**src/rtl/nibble_serial_tx.sv**
```systemverilog
// Parallel-in, serial-out nibble transmitter: start bit, 4 data bits LSB first,
// optional even parity, stop bit. Line idles high.
module nibble_serial_tx #(
    parameter int CLKS_PER_BIT = 4,
    parameter bit PARITY_EN    = 1'b1
) (
    input  logic       clk,
    input  logic       clr,
    input  logic [3:0] D,
    input  logic       st,
    output logic       tx,
    output logic       busy,
    output logic       done,
    output logic [3:0] Q
);

    // Timer stays at least one bit wide so CLKS_PER_BIT=1 still elaborates.
    localparam int            TW = (CLKS_PER_BIT > 1) ? $clog2(CLKS_PER_BIT) : 1;
    localparam logic [TW-1:0] TC = TW'(CLKS_PER_BIT - 1);

    localparam logic [2:0] S_IDLE   = 3'd0;
    localparam logic [2:0] S_START  = 3'd1;
    localparam logic [2:0] S_DATA   = 3'd2;
    localparam logic [2:0] S_PARITY = 3'd3;
    localparam logic [2:0] S_STOP   = 3'd4;

    logic [2:0]    state_q, state_d;
    logic [TW-1:0] timer_q, timer_d;
    logic [1:0]    idx_q, idx_d;
    logic [3:0]    shift_q, shift_d;
    logic          par_q, par_d;
    logic [3:0]    q_q, q_d;
    logic          done_q, done_d;
    logic          tc;

    assign tc = (timer_q == TC);

    always_comb begin
        state_d = state_q;
        timer_d = '0;
        idx_d   = idx_q;
        shift_d = shift_q;
        par_d   = par_q;
        q_d     = q_q;
        done_d  = 1'b0;

        if (state_q != S_IDLE && !tc) begin
            timer_d = timer_q + TW'(1);
        end

        case (state_q)
            S_IDLE: begin
                if (st) begin
                    shift_d = D;
                    q_d     = D;
                    par_d   = ^D;
                    state_d = S_START;
                end
            end
            S_START: begin
                if (tc) begin
                    state_d = S_DATA;
                    idx_d   = 2'd0;
                end
            end
            S_DATA: begin
                if (tc) begin
                    shift_d = shift_q >> 1;
                    if (idx_q == 2'd3) begin
                        idx_d   = 2'd0;
                        state_d = PARITY_EN ? S_PARITY : S_STOP;
                    end else begin
                        idx_d = idx_q + 2'd1;
                    end
                end
            end
            S_PARITY: begin
                if (tc) begin
                    state_d = S_STOP;
                end
            end
            S_STOP: begin
                if (tc) begin
                    state_d = S_IDLE;
                    done_d  = 1'b1;
                end
            end
            default: begin
                state_d = S_IDLE;
            end
        endcase
    end

    always_ff @(posedge clk) begin
        if (clr) begin
            state_q <= S_IDLE;
            timer_q <= '0;
            idx_q   <= 2'd0;
            shift_q <= 4'd0;
            par_q   <= 1'b0;
            q_q     <= 4'd0;
            done_q  <= 1'b0;
        end else begin
            state_q <= state_d;
            timer_q <= timer_d;
            idx_q   <= idx_d;
            shift_q <= shift_d;
            par_q   <= par_d;
            q_q     <= q_d;
            done_q  <= done_d;
        end
    end

    always_comb begin
        case (state_q)
            S_START:  tx = 1'b0;
            S_DATA:   tx = shift_q[0];
            S_PARITY: tx = par_q;
            default:  tx = 1'b1;
        endcase
    end

    assign busy = (state_q != S_IDLE);
    assign done = done_q;
    assign Q    = q_q;

endmodule

```
**config.mk**
```make
export PLATFORM = sky130hd
export DESIGN_NAME = nibble_serial_tx
export DESIGN_NICKNAME = d
export VERILOG_FILES = /design/src/rtl/nibble_serial_tx.sv
export SDC_FILE = /design/constraint.sdc
export NUM_CORES = 1
export LEC_CHECK = 0
export BUFFER_PORTS_ARGS = -buffer_cell sky130_fd_sc_hd__buf_2
export CELL_PAD_IN_SITES_DETAIL_PLACEMENT = 2
export CELL_PAD_IN_SITES_GLOBAL_PLACEMENT = 2
export CORE_AREA = 2 2 43 75
export DETAILED_ROUTE_END_ITERATION = 10
export DIE_AREA = 0 0 45 77
export GPL_ROUTABILITY_DRIVEN = 1
export GPL_TIMING_DRIVEN = 1
export PLACE_DENSITY = 0.78
export SYNTH_ARGS = -nofsm -noshare
export SYNTH_HDL_FRONTEND = slang
export SYNTH_SLANG_ARGS = --single-unit
```
**constraint.sdc**
```tcl
create_clock -name clk -period 1.7 [get_ports clk]
set_input_delay 0.255 -clock clk [delete_from_list [all_inputs] [get_ports clk]]
set_output_delay 0.255 -clock clk [all_outputs]
set_load 0.02 [all_outputs]
```
# [After elaboration in Yosys (flattened, before gate mapping)]
# Cells that the tools add are included.
[word_totals] regBits=17 output_inout_bits=7 wordCells=52
[op_classes] n_addsub=2 eq_ne=12 muxes=16 bitwise=2 reduce_logical=13
[op_table] op="2-to-1 mux 3 bit" count=6
[op_table] op="one-hot mux 3 bit (5 select lines)" count=1
[op_table] op="inequality test 2 bit, second input constant" count=6
[op_table] op="2-to-1 mux 4 bit" count=2
[op_table] op="one-hot mux 4 bit (2 select lines)" count=1
[op_table] op="== test 3 x 2 -> 1 bit, second input constant" count=2
[op_table] op="2-to-1 mux 2 bit" count=3
[op_table] op="AND reduction 3 bit" count=2
[op_table] op="AND reduction 6 bit" count=1
[op_table] op="adder 2 x 1 -> 2 bit, second input constant" count=2
[op_table] op="== test 2 bit, second input constant" count=2
[op_table] op="one-hot mux 2 bit (2 select lines)" count=1
[op_table] op="nonzero test 2 bit" count=2
[op_table] op="OR reduction 2 bit" count=2
[op_table] op="XOR reduction 4 bit" count=1
[op_table] op="== test 3 x 1 -> 1 bit, second input constant" count=1
[op_table] op="== test 3 bit, second input constant" count=1
[op_table] op="zero test 3 bit" count=1
[op_table] op="one-hot mux 1 bit (3 select lines)" count=1
[op_table] op="nonzero test 3 bit" count=1
[op_table] op="NOT 1 bit" count=2
[op_table] op="AND reduction 2 bit" count=1
[op_table] op="logical AND 1 bit" count=1
[op_table] op="zero test 1 bit" count=1
[op_table] op="2-to-1 mux 1 bit" count=1

# [Logic depth before layout (Yosys ltp)]
[depth] depth_word=5 mapped_depth=5

# [Worst setup path before layout]
# OpenSTA, ideal clock, no wires.
[synth_path] path_type="flip-flop to output port" from="register state_q[1]" to="output port tx" arrival_ns=1.032 required_ns=1.445 slack_ns=0.413 stages_incl_launch_ff=5 cell_sequence="dfxtp_1 buf_6 buf_2 a21oi_1 a211o_1"
[synth_via] elab_chain_cells=2 word_cells_on_any_way=4
[synth_rtl] element="start, declared" line_no="27" rtl="logic [2:0] state_q, state_d;"
[synth_rtl] element="start signal, assigned" line_no="104" rtl="state_q <= state_d;"
[synth_rtl] element="== test 3 x 2 -> 1 bit or == test 3 x 1 -> 1 bit (tied branches)" line_no="115" rtl="case (state_q)"
[synth_rtl] element="one-hot mux 1 bit (3 select lines) *" line_no="115"
[synth_rtl] element="end, declared" line_no="11" rtl="output logic tx,"
# Mark *: on every way between the ends. The rest lies on a longest branch, timed or not.

# [Final worst setup path]
# Same ends and word-level chain as after synthesis.

==> impl_metrics.env <==
export IMPL_period_minus_slack_ps=1602
export IMPL_numClockSinks=17
export IMPL_yosysTopAreaCell="dfxtp_1"
export IMPL_synthDominantCellAreaShare_pct=41.03
export IMPL_ff_latch_area_um2=341.6
export IMPL_maxSlewHeadroom_pct=64.97
export IMPL_period_share_pct=94.22
export IMPL_diodes=0
export IMPL_final_cell_mix="16 x dfxtp_1, 13 x buf_2, 11 x nor2_1, 9 x a21oi_1, 5 x inv_1"
export IMPL_num_nets_final=113
export IMPL_antenna_found_initial=0
export IMPL_drt_drc_violations_left=0
export IMPL_clock_path_buffers=2
export IMPL_grt_pass1_wl_um=3726
export IMPL_fillers=339
export IMPL_grt_max_degree=18
export IMPL_syn_nets=99
export IMPL_cts_root_buf="clkbuf_8"
export IMPL_first_global_vias=774
export IMPL_slew_violations=0
export IMPL_die_area_um2=3465
export IMPL_synth_warnings=0
export IMPL_status="completed"
export IMPL_cts_setup_buffers=0
export IMPL_clkLatencyLatePin_ps=250
export IMPL_drtAntennaViolNets=0
export IMPL_dr_pass1_iters=2
export IMPL_vdd_drop_max_mv=0.3783
export IMPL_final_common_cell="dfxtp_1"
export IMPL_cp_required_ps=1440
export IMPL_cp_arrival_ps=1350
export IMPL_p_leak_nw=0.3897
export IMPL_synth_seq_cells=17
export IMPL_fin_skew_ps=2.500
export IMPL_numCtsBuffers=3
export IMPL_maxCapViolCount=0
export IMPL_rows=26
export IMPL_crit_path_start_kind="flip-flop"
export IMPL_via_per_inst=5.489
export IMPL_rsz0062_at_grt="false"
export IMPL_final_hold_viol_count=0
export IMPL_core_area_um2=2863
export IMPL_drive_above_1_share_pct=21.36
export IMPL_die_w_um=45
export IMPL_synth_area_leaders="dfxtp_1 41%, a21oi_1 5.4%, nor2_1 5.0%"
export IMPL_clk_pin_slew_worst_paths_ps=70
export IMPL_fmax_mhz=624.3
export IMPL_portBuffers=13
export IMPL_yosysSeqAreaShare_pct=41.03
export IMPL_multi_input_area_um2=431.7
export IMPL_design_power_total_uw=847.8
export IMPL_syn_inst=90
export IMPL_synth_area_um2=829.5
export IMPL_hp_class="in -> reg"
export IMPL_gp_congestion=0.7757
export IMPL_crit_fanout=14
export IMPL_drt_iter0_markers=4
export IMPL_crit_type="reg -> out"
export IMPL_wl_um=2186
export IMPL_areaGrowthSynthToFinish_pct=15.69
export IMPL_io_pin_count=14
export IMPL_grt_usage_pct=14.40
export IMPL_grt_ovfl_total=0
export IMPL_tns_ps=0
export IMPL_die_h_um=77
export IMPL_place_hpwl_um=1670
export IMPL_cts_tree="yes"
export IMPL_wl_per_cell_um=16.69
export IMPL_synth_distinct_cells=30
export IMPL_power_density_nw_per_um2=883.4
export IMPL_initial_core_util_pct=28.98
export IMPL_endpoint_kind="primary output"
export IMPL_finalSetupViolCount=0
export IMPL_worst_pin_slew_ps=523.2
export IMPL_syn_area_per_cell_um2=9.217
export IMPL_via_count=719
export IMPL_cts_max_level=1
export IMPL_holdBufCountCts=0
## power breakdown
part / internal [mW] / switching, mW / total [mW]
logic: 0.0491 / 0.0647 / 0.114
clock network: 0.166 / 0.137 / 0.303
registers: 0.417 / 0.0131 / 0.430
total: 0.633 / 0.215 / 0.848
## synthesized netlist by cell type, drive strengths merged
master,number
a2111oi,1
a211o,1
a211oi,4
a21o,2
a21oi,9
a311oi,1
a32o,3
and2,1
and4b,1
buf,5
clkbuf,2
dfxtp,17
ha,2
inv,5
mux2,1
mux2i,3
nand2,2
nand2b,3
nand4b,2
nor2,11
nor2b,2
nor3,2
nor4,1
nor4b,3
o21ai,1
o31ai,1
xnor2,3
xor2,1
## state kept, by name, summed over array words and instances, names as in the netlist
signal and flops:
Q 4, shift_q 4, state_q 3, idx_q 2
timer_q 2, done 1, par_q 1
## routing by layer
layer / GRT usage, % / vias up / part of all wire (%)
met1: 15.12 / 355 / 37
met3: 2.118 / 5 / 2.6
li1: - / 346 / -
met2: 26.71 / 13 / 58
met5: 0 / - / 0
met4: 5.294 / 0 / 1.6
## critical path, stage by stage, from the launching register on
cell and delay, ps:
dfxtp_2 400, and2_1 240, a211o_1 300, buf_2 160
## kinds of logic (layout without fill, tap and decap cells)
group	count (synthesis)	after routing	synth area share [%]
mux	4	4	4.977
compound gates	23	23	19.16
xor+xnor	4	4	4.224
fa+ha+maj	2	2	3.016
simple gates	28	28	20.67
buf+inv	12	25	6.939
flops	17	17	41.03
## timing repair
item | CTS | global route
resized for setup | 1 | 0
endpoints found under the setup margin | 1 | 0
endpoints found under the hold margin | 0 | 0
## path summary, 6_finish.rpt
path,to,from,cells after the start,slack (ps)
hold reg to reg,timer_q[0],timer_q[0],1,450
hold / removal,Q[3],D[3],3,290
setup reg to reg,shift_q[1],timer_q[0],4,290
setup / recovery,tx,state_q[1],3,100
## area by class of cell
class | count | area share (%)
Multi-Input combinational cell | 61 | 44.98
Sequential cell | 17 | 35.59
Timing Repair Buffer | 16 | 9.126
Clock buffer | 4 | 4.694
Tap cell | 28 | 3.651
Inverter | 5 | 1.956
## through the flow
| step | util [%] | instance area [µm²] | hold slack, ps | instances | setup slack [ps] |
|---|---|---|---|---|---|
| floorplan | - | 829.5 | 402.2 | 90 | 413.1 |
| global placement | 31.91 | 913.4 | 415.5 | 127 | 269.6 |
| detailed placement | 31.91 | 913.4 | 428.5 | 127 | 220.7 |
| CTS | 33.52 | 959.7 | 295.4 | 131 | 88.47 |
| global route | 33.52 | 959.7 | 315.8 | 131 | 15.96 |
| finish | 33.52 | 959.7 | 290.8 | 131 | 98.29 |
No activity file was read; power rests on OpenSTA's default activity.
